### config.mk
export PLATFORM = sky130hd
export DESIGN_NAME = execute_stage
export DESIGN_NICKNAME = d
export VERILOG_FILES = /design/src/rtl/execute_stage.sv
export SDC_FILE = /design/constraint.sdc
export NUM_CORES = 1
export LEC_CHECK = 0
export CAP_MARGIN = 20
export CORE_AREA = 5 5 299 155
export DETAILED_ROUTE_END_ITERATION = 8
export DIE_AREA = 0 0 304 160
export PLACE_DENSITY = 0.88
export SKIP_LAST_GASP = 1
export SYNTH_ARGS = -nofsm -noshare
export SYNTH_HDL_FRONTEND = slang
export SYNTH_SLANG_ARGS = --single-unit
### constraint.sdc
create_clock -name clock -period 4.91 [get_ports clock]
set_input_delay 0.491 -clock clock [delete_from_list [all_inputs] [get_ports clock]]
set_output_delay 0.491 -clock clock [all_outputs]
set_load 0.01 [all_outputs]
### src/rtl/execute_stage.sv
`default_nettype none
// ============================================================================
// Module   : execute_stage
// Purpose  : Y86-64 execute stage. Takes the e_* fields of the D->E pipeline
//            register, computes the ALU result, owns the condition-code
//            register {ZF,SF,OF}, evaluates the branch/cmov condition and
//            registers everything into the E->M pipeline register (m_*).
// Ports    : clock, reset          - rising-edge clock, sync active-high reset
//            e_icode/e_ifun        - instruction / function code
//            e_regA/e_regB         - register specifier fields
//            e_valC/e_valP         - constant word / next PC
//            e_valA/e_valB         - forwarded operands
//            cc_block              - suppress CC write (exception downstream)
//            m_stall/m_bubble      - E->M register hold / nop insertion
//            m_icode..m_dstM       - E->M pipeline register contents
//            cc_out                - current CC {ZF,SF,OF}
// Config   : EXECUTE_FWD_EN - when defined, adds e_valE_fwd / e_dstE_fwd,
//            the combinational valE / dstE of the current cycle, so decode
//            can forward without waiting for the E->M register.
// Revision : 1.0 - initial release
// ============================================================================
module execute_stage #(
    parameter int         W     = 64,
    parameter logic [3:0] RNONE = 4'hF,
    parameter logic [3:0] RRSP  = 4'h4
) (
    input  logic         clock,
    input  logic         reset,
    input  logic [3:0]   e_icode,
    input  logic [3:0]   e_ifun,
    input  logic [3:0]   e_regA,
    input  logic [3:0]   e_regB,
    input  logic [W-1:0] e_valC,
    input  logic [W-1:0] e_valP,
    input  logic [W-1:0] e_valA,
    input  logic [W-1:0] e_valB,
    input  logic         cc_block,
    input  logic         m_stall,
    input  logic         m_bubble,
    output logic [3:0]   m_icode,
    output logic         m_cnd,
    output logic [W-1:0] m_valE,
    output logic [W-1:0] m_valA,
    output logic [W-1:0] m_valP,
    output logic [3:0]   m_dstE,
    output logic [3:0]   m_dstM,
`ifdef EXECUTE_FWD_EN
    output logic [W-1:0] e_valE_fwd,
    output logic [3:0]   e_dstE_fwd,
`endif
    output logic [2:0]   cc_out
);

    // Instruction codes
    localparam logic [3:0] c_I_NOP    = 4'h1;
    localparam logic [3:0] c_I_RRMOVQ = 4'h2;
    localparam logic [3:0] c_I_IRMOVQ = 4'h3;
    localparam logic [3:0] c_I_RMMOVQ = 4'h4;
    localparam logic [3:0] c_I_MRMOVQ = 4'h5;
    localparam logic [3:0] c_I_OPQ    = 4'h6;
    localparam logic [3:0] c_I_JXX    = 4'h7;
    localparam logic [3:0] c_I_CALL   = 4'h8;
    localparam logic [3:0] c_I_RET    = 4'h9;
    localparam logic [3:0] c_I_PUSHQ  = 4'hA;
    localparam logic [3:0] c_I_POPQ   = 4'hB;

    // ALU functions
    localparam logic [1:0] c_ALU_ADD = 2'd0;
    localparam logic [1:0] c_ALU_SUB = 2'd1;
    localparam logic [1:0] c_ALU_AND = 2'd2;
    localparam logic [1:0] c_ALU_XOR = 2'd3;

    // Stack pointer adjustments, as full-width two's complement words
    localparam logic [W-1:0] c_MINUS8 = {{(W-4){1'b1}}, 4'h8};
    localparam logic [W-1:0] c_PLUS8  = {{(W-4){1'b0}}, 4'h8};

    localparam logic [2:0] c_CC_RESET = 3'b100;

    logic [W-1:0] w_alu_a;
    logic [W-1:0] w_alu_b;
    logic [1:0]   w_alu_fun;
    logic [W-1:0] w_val_e;
    logic         w_of;
    logic         w_zf;
    logic         w_sf;
    logic         w_lt;
    logic         w_cond;
    logic         w_cnd;
    logic [3:0]   w_dst_e;
    logic [3:0]   w_dst_m;
    logic         w_cc_load;
    logic [2:0]   r_cc;

    // ALU operand A
    always_comb begin
        w_alu_a = '0;
        case (e_icode)
            c_I_RRMOVQ, c_I_OPQ:                  w_alu_a = e_valA;
            c_I_IRMOVQ, c_I_RMMOVQ, c_I_MRMOVQ:   w_alu_a = e_valC;
            c_I_CALL, c_I_PUSHQ:                  w_alu_a = c_MINUS8;
            c_I_RET, c_I_POPQ:                    w_alu_a = c_PLUS8;
            default:                              w_alu_a = '0;
        endcase
    end

    // ALU operand B
    always_comb begin
        w_alu_b = '0;
        case (e_icode)
            c_I_RMMOVQ, c_I_MRMOVQ, c_I_OPQ, c_I_CALL,
            c_I_RET, c_I_PUSHQ, c_I_POPQ:         w_alu_b = e_valB;
            default:                              w_alu_b = '0;
        endcase
    end

    // Only OPq selects its own function; undefined OPq ifun values fall back to add
    assign w_alu_fun = (e_icode == c_I_OPQ && e_ifun[3:2] == 2'b00) ? e_ifun[1:0] : c_ALU_ADD;

    // ALU and overflow detection. Subtraction is B - A, so overflow is judged
    // against the sign of B (the minuend).
    always_comb begin
        w_val_e = '0;
        w_of    = 1'b0;
        case (w_alu_fun)
            c_ALU_ADD: begin
                w_val_e = w_alu_b + w_alu_a;
                w_of    = (w_alu_a[W-1] == w_alu_b[W-1]) && (w_val_e[W-1] != w_alu_a[W-1]);
            end
            c_ALU_SUB: begin
                w_val_e = w_alu_b - w_alu_a;
                w_of    = (w_alu_a[W-1] != w_alu_b[W-1]) && (w_val_e[W-1] != w_alu_b[W-1]);
            end
            c_ALU_AND: w_val_e = w_alu_a & w_alu_b;
            c_ALU_XOR: w_val_e = w_alu_a ^ w_alu_b;
            default:   w_val_e = '0;
        endcase
    end

    assign w_zf = (w_val_e == '0);
    assign w_sf = w_val_e[W-1];

    // Condition evaluation uses the committed CC, i.e. the flags of the
    // previous OPq, never those being produced this cycle.
    assign w_lt = r_cc[1] ^ r_cc[0];

    always_comb begin
        w_cond = 1'b0;
        case (e_ifun)
            4'd0:    w_cond = 1'b1;
            4'd1:    w_cond = w_lt | r_cc[2];
            4'd2:    w_cond = w_lt;
            4'd3:    w_cond = r_cc[2];
            4'd4:    w_cond = ~r_cc[2];
            4'd5:    w_cond = ~w_lt;
            4'd6:    w_cond = ~w_lt & ~r_cc[2];
            default: w_cond = 1'b0;
        endcase
    end

    assign w_cnd = (e_icode == c_I_RRMOVQ || e_icode == c_I_JXX) ? w_cond : 1'b0;

    // Destination selection; a failed cmov writes nothing
    always_comb begin
        w_dst_e = RNONE;
        case (e_icode)
            c_I_RRMOVQ:                              w_dst_e = w_cnd ? e_regB : RNONE;
            c_I_IRMOVQ, c_I_OPQ:                     w_dst_e = e_regB;
            c_I_CALL, c_I_RET, c_I_PUSHQ, c_I_POPQ:  w_dst_e = RRSP;
            default:                                 w_dst_e = RNONE;
        endcase
    end

    always_comb begin
        w_dst_m = RNONE;
        case (e_icode)
            c_I_MRMOVQ, c_I_POPQ: w_dst_m = e_regA;
            default:              w_dst_m = RNONE;
        endcase
    end

    // CC update is independent of stall/bubble on the E->M register
    assign w_cc_load = (e_icode == c_I_OPQ) && !cc_block;

    always_ff @(posedge clock) begin
        if (reset) begin
            r_cc <= c_CC_RESET;
        end else if (w_cc_load) begin
            r_cc <= {w_zf, w_sf, w_of};
        end
    end

    assign cc_out = r_cc;

    // E->M pipeline register: reset and bubble both load a nop
    always_ff @(posedge clock) begin
        if (reset || m_bubble) begin
            m_icode <= c_I_NOP;
            m_cnd   <= 1'b0;
            m_valE  <= '0;
            m_valA  <= '0;
            m_valP  <= '0;
            m_dstE  <= RNONE;
            m_dstM  <= RNONE;
        end else if (!m_stall) begin
            m_icode <= e_icode;
            m_cnd   <= w_cnd;
            m_valE  <= w_val_e;
            m_valA  <= e_valA;
            m_valP  <= e_valP;
            m_dstE  <= w_dst_e;
            m_dstM  <= w_dst_m;
        end
    end

`ifdef EXECUTE_FWD_EN
    assign e_valE_fwd = w_val_e;
    assign e_dstE_fwd = w_dst_e;
`endif

endmodule
`default_nettype wire

==> metrics.md, run 1 <==
| Metric | Value |
|---|---|
| Global route overflow | `344` |
| Post-synth EDFFs | `0` |
| Asr flop ratio synth | `0%` |
| Total CTS buffers | `22` |
| First-pass GRT wire length | `294 mm` |
| CTS max path bufs | `3` |
| Number of port buffers | `484` |
| Overall die height | `160 microns` |
| Ports | `485` |
| Syn Area/Cell | `7.27 sq um` |
| Placed cell count | `4355` |
| Initial Util | `45.5%` |
| Mapped Cells | `2702` |
| DP Wirelength | `85.2 mm` |
| Stop stage | `global routing` |
| Number of global-route vias before repair | `39100` |
| CTS Hold Bufs | `0` |
| Status | `did not finish` |
| H-Tree Depth | `1` |
| Syn nets | `3108` |
| Placer Congestion | `1.22` |
| Yosys warning count | `0` |
| Stop Error | `[ERROR GRT-0116] Global routing finished with congestion. Check the congestion regions in the DRC Viewer.` |
| Root Buffer | `clkbuf_16` |
| Largest net degree at the start of global routing | `120` |
| Row count | `54` |
| Gr usage total | `80.6%` |
| Synthesized flop and latch total | `208` |
| Post-synthesis cell area | `19700 sq um` |
| Die Wd | `304 microns` |
| Register area share after synthesis | `21.2%` |
| Ys flop type | `dfxtp_1` |
| Post-synth cell types | `98` |
| CTS sink cnt | `208` |
==> metrics by stage <==
step | worst slack, ns | utilization (%) | area (sq um) | TNS, ns
floorplan | 0.00539 | - | 19700 | 0
global placement | -1.24 | 70.6 | 30500 | -13.55
detailed placement | -1.57 | 70.6 | 30500 | -23.01
CTS | 0.0162 | 74.0 | 31900 | 0
==> synth_stat cells (43+ instances only) <==
cell type,number,area [sq um]
o21ai_0,118,591
inv_1,139,522
nand2b_1,44,275
nand3_1,43,215
nor3_1,59,295
nand2_1,188,706
a21oi_1,232,1160
dfxtp_1,208,4160
a221o_1,54,541
mux2i_1,179,1790
ha_1,127,1590
clkbuf_1,132,495
nor2b_1,86,538
nor2_1,411,1540
==> repair_timing <==
item                                    4_1_cts
pin swaps                                    25
cloned                                        2
buffers inserted                             28
resized for setup                           121
endpoints found under the setup margin       26
==> cell families after synthesis <==
family / Yosys count / synth area share, %
muxes: 186 / 9.52
buffers and inverters: 330 / 6.61
adders and majority gates: 129 / 8.29
AOI/OAI and AO/OA: 805 / 28.2
and+or+nand+nor: 999 / 24.2
DFF: 208 / 21.2
xor gates and xnor gates: 45 / 2.01
==> layer usage <==
metal,overflow,GRT usage (%)
met5,7,61.4
met4,88,75.4
met3,58,75.7
met2,153,91.4
met1,38,78.8
==> inputs of run 2 (changes only) <==
--- a/config.mk
+++ b/config.mk
@@ -6,10 +6,10 @@
 export NUM_CORES = 1
 export LEC_CHECK = 0
 export CAP_MARGIN = 20
-export CORE_AREA = 5 5 299 155
+export CORE_AREA = 5 5 243 245
 export DETAILED_ROUTE_END_ITERATION = 8
-export DIE_AREA = 0 0 304 160
-export PLACE_DENSITY = 0.88
+export DIE_AREA = 0 0 248 250
+export PLACE_DENSITY_LB_ADDON = 0.15
 export SKIP_LAST_GASP = 1
 export SYNTH_ARGS = -nofsm -noshare
 export SYNTH_HDL_FRONTEND = slang
==> constraint.sdc (replaced) <==
create_clock -name clock -period 6.4 [get_ports clock]
set_input_delay 0.64 -clock clock [delete_from_list [all_inputs] [get_ports clock]]
set_output_delay 0.64 -clock clock [all_outputs]
set_load 0.01 [all_outputs]
==> run 2 against run 1 <==
Against the previous run:
- the flow now finishes without violations
- area after synthesis is the same
- synthesized cell count is the same
==> metrics.md, run 2 <==
| Metric | Value |
|---|---|
| Worst EP arrival | `6.43 ns` |
| Yosys top cell by area | `dfxtp_1` |
| Root Buffer | `clkbuf_16` |
| Worst-skew pair later-pin latency | `0.58 ns` |
| Row count | `88` |
| Gr usage total | `32.1%` |
| Post-synthesis cell area | `19700 sq um` |
| Placer Congestion | `1.01` |
| Most frequent cell after synthesis | `nor2_1` |
| CP endpoint kind | `flip-flop` |
| Worst clock skew | `0.0197 ns` |
| Ys flop type | `dfxtp_1` |
| Post-CTS Setup Repair Bufs | `0` |
| Final Setup Violations | `0` |
| Max Slew Vio Count | `0` |
| DRC viols | `0` |
| R2R Path Start | `cc_out[2]$_SDFFE_PP1P_` |
| CTS tree | `yes` |
| DRT Wirelength | `105 mm` |
| Nets | `3712` |
| Most common cell after layout, fill and taps aside | `clkdlybuf4s50_1` |
| PD cells | `187 nW/um^2` |
| Post-synth EDFFs | `0` |
| Min-delay src | `m_icode[0]$_SDFFE_PP1N_` |
| Overall die height | `250 microns` |
| CTS Hold Bufs | `0` |
| M2 GR Usage | `56.0%` |
| Global route overflow | `0` |
| GRT busiest layer | `met2` |
| Worst-Margin Slew | `1.02 ns` |
| Synthesized flop and latch total | `208` |
| Initial DRC Count | `2020` |
| Syn Area/Cell | `7.27 sq um` |
| Top post-synthesis cells by count | `nor2_1 (411), a21oi_1 (232), dfxtp_1 (208)` |
| DP Wirelength | `84.8 mm` |
| CTS max path bufs | `3` |
| Post-synth top area share | `21.2%` |
| First-pass GRT wire length | `153 mm` |
| Critical path required time | `6.93 ns` |
| Fmax | `169 MHz` |
| Fin util | `48.8%` |
| Post-layout min period | `5.90 ns` |
| Largest regs | `m_valA (64), m_valE (64), m_valP (64)` |
| Worst Setup SP | `e_icode[3]` |
| Total CTS buffers | `26` |
| HP Class | `flip-flop to flip-flop` |
| N_diodes | `0` |
| Met1 GRT Util | `40.5%` |
| Core ar. | `56900 sq um` |
| Post-DP Area | `26900 sq um` |
| Status | `finished, final reports clean` |
| Placed cell count | `4042` |
| Max-cap violation count | `0` |
| TritonRoute pass-1 iters | `6` |
| Crit-path max FO | `43` |
| Hold Slack | `0.460 ns` |
| Fraction of layout cells with a size suffix above 1 | `11.6%` |
| Most frequent cells in the layout | `clkdlybuf4s50_1 (481), nor2_1 (407), buf_4 (270)` |
| CTS sink cnt | `208` |
| Die Wd | `248 microns` |
| H-Tree Depth | `1` |
| Initial Util | `34.5%` |
| Post-synth cell types | `98` |
| Synth top area cells | `dfxtp_1 (21%), mux2i_1 (9.1%), ha_1 (8.1%), nor2_1 (7.8%), a21oi_1 (5.9%)` |
| Met3 usage | `3.78%` |
| Initial antenna violation count | `3` |
| Slew HR | `31.0%` |
| Leakage | `11.5 nW` |
| Reg clk slew, reported paths | `0.06 ns` |
| Asr flop ratio synth | `0%` |
| Number of global-route vias before repair | `23300` |
| Register area share after synthesis | `21.2%` |
| Post-cts sizing count | `0` |
| Mapped Cells | `2702` |
| Syn nets | `3108` |
| Ports | `485` |
| Die area | `62000 sq um` |
| RSZ-0062 raised after global routing | `false` |
| Largest net degree at the start of global routing | `117` |
| Non-filler cells, final | `4090` |
| Setup TNS | `0 ns` |
| Via count | `23700` |
| Period utilization | `92.2%` |
| Setup crit start kind | `input port` |
| Maximum vdd drop | `0.198 mV` |
| Detail Route Antenna Nets | `0` |
| Layout area overhead | `41.2%` |
| Drt via density | `5.79` |
| Fin area | `27800 sq um` |
| Number of port buffers | `484` |
| Critical path class | `input port to flip-flop` |
| Yosys warning count | `0` |
| Drt wl/cell | `25.6 microns` |
| Hold Fails Final Rpt | `0` |
[run 2: metrics by stage]
stage / setup WS (ns) / power [mW]
after floorplan: 0.850 / 2.63
after global placement: -0.169 / 3.69
after detailed placement: -0.270 / 3.69
after CTS: 0.351 / 5.20
after global routing: 0.163 / 5.45
final: 0.498 / 5.20
[run 2: area by class of cell]
type                       count  area, sq um
inverter                     144          546
clock inverter                10         87.6
multi-input combinational   2164        14200
timing repair buffer         762         7020
tap                          765          957
clock buffer                  37          753
fill                        5829        29200
sequential                   208         4160
[run 2: path summary, 6_finish.rpt]
| check | end | slack (ns) | cells after the start |
|---|---|---|---|
| worst max-delay path | cc_out[2]$_SDFFE_PP1P_ | 0.50 | 21 |
| worst min-delay path | m_icode[0]$_SDFFE_PP1N_ | 0.46 | 2 |
| worst max register to register | m_dstE[0]$_SDFFE_PP1N_ | 4.15 | 9 |
| worst min register to register | m_icode[0]$_SDFFE_PP1N_ | 0.46 | 2 |
[run 2: cells by family after synthesis]
kind of cell               share of synthesized area, %
xor gates and xnor gates                           2.01
buffers and inverters                              6.61
muxes                                              9.52
AOI/OAI and AO/OA                                  28.2
and+or+nand+nor                                    24.2
adders and majority gates                          8.29
DFF                                                21.2
[run 2: critical path, stage by stage]
cell and delay (ns):
clkdlybuf4s50_1 0.61, buf_4 0.17, nor3b_2 0.05, buf_12 0.16
buf_4 0.20, a221o_1 0.33, ha_1 0.45, a21oi_1 0.30
nor3b_1 0.23, a221oi_1 0.13, or3_1 0.37, a211oi_1 0.66
nor2_1 0.27, a21oi_1 0.21, o211ai_1 0.24, nand4bb_1 0.29
or4_1 0.42, nor4_1 0.31, buf_4 0.15, nand4_1 0.06
nand2_1 0.07
[run 2: power breakdown]
group	leakage (nW)	total [mW]	switching, mW	internal, mW
clock	0.412	1.49	0.633	0.857
combinational	9.36	2.34	1.36	0.988
sequential	1.69	1.37	0.0275	1.34
total	11.5	5.20	2.02	3.19
[run 2: metal layers]
metal / wire length, microns / vias to the layer above / share of wire [%]
met4: 4610 / 2 / 4.4
met3: 6290 / 208 / 6.0
met2: 51000 / 955 / 49
met5: 13 / - / 0.012
li1: - / 11000 / -
met1: 42900 / 11500 / 41
(Power assumes the default switching activity.)
==> inputs of run 3 (changes only) <==
--- a/config.mk
+++ b/config.mk
@@ -10,6 +10,7 @@
 export DETAILED_ROUTE_END_ITERATION = 8
 export DIE_AREA = 0 0 248 250
 export PLACE_DENSITY_LB_ADDON = 0.15
+export SETUP_SLACK_MARGIN = 0.15
 export SKIP_LAST_GASP = 1
 export SYNTH_ARGS = -nofsm -noshare
 export SYNTH_HDL_FRONTEND = slang
==> results of run 3 <==
No change in the layout: final DEF, timing and power equal those of run 2.
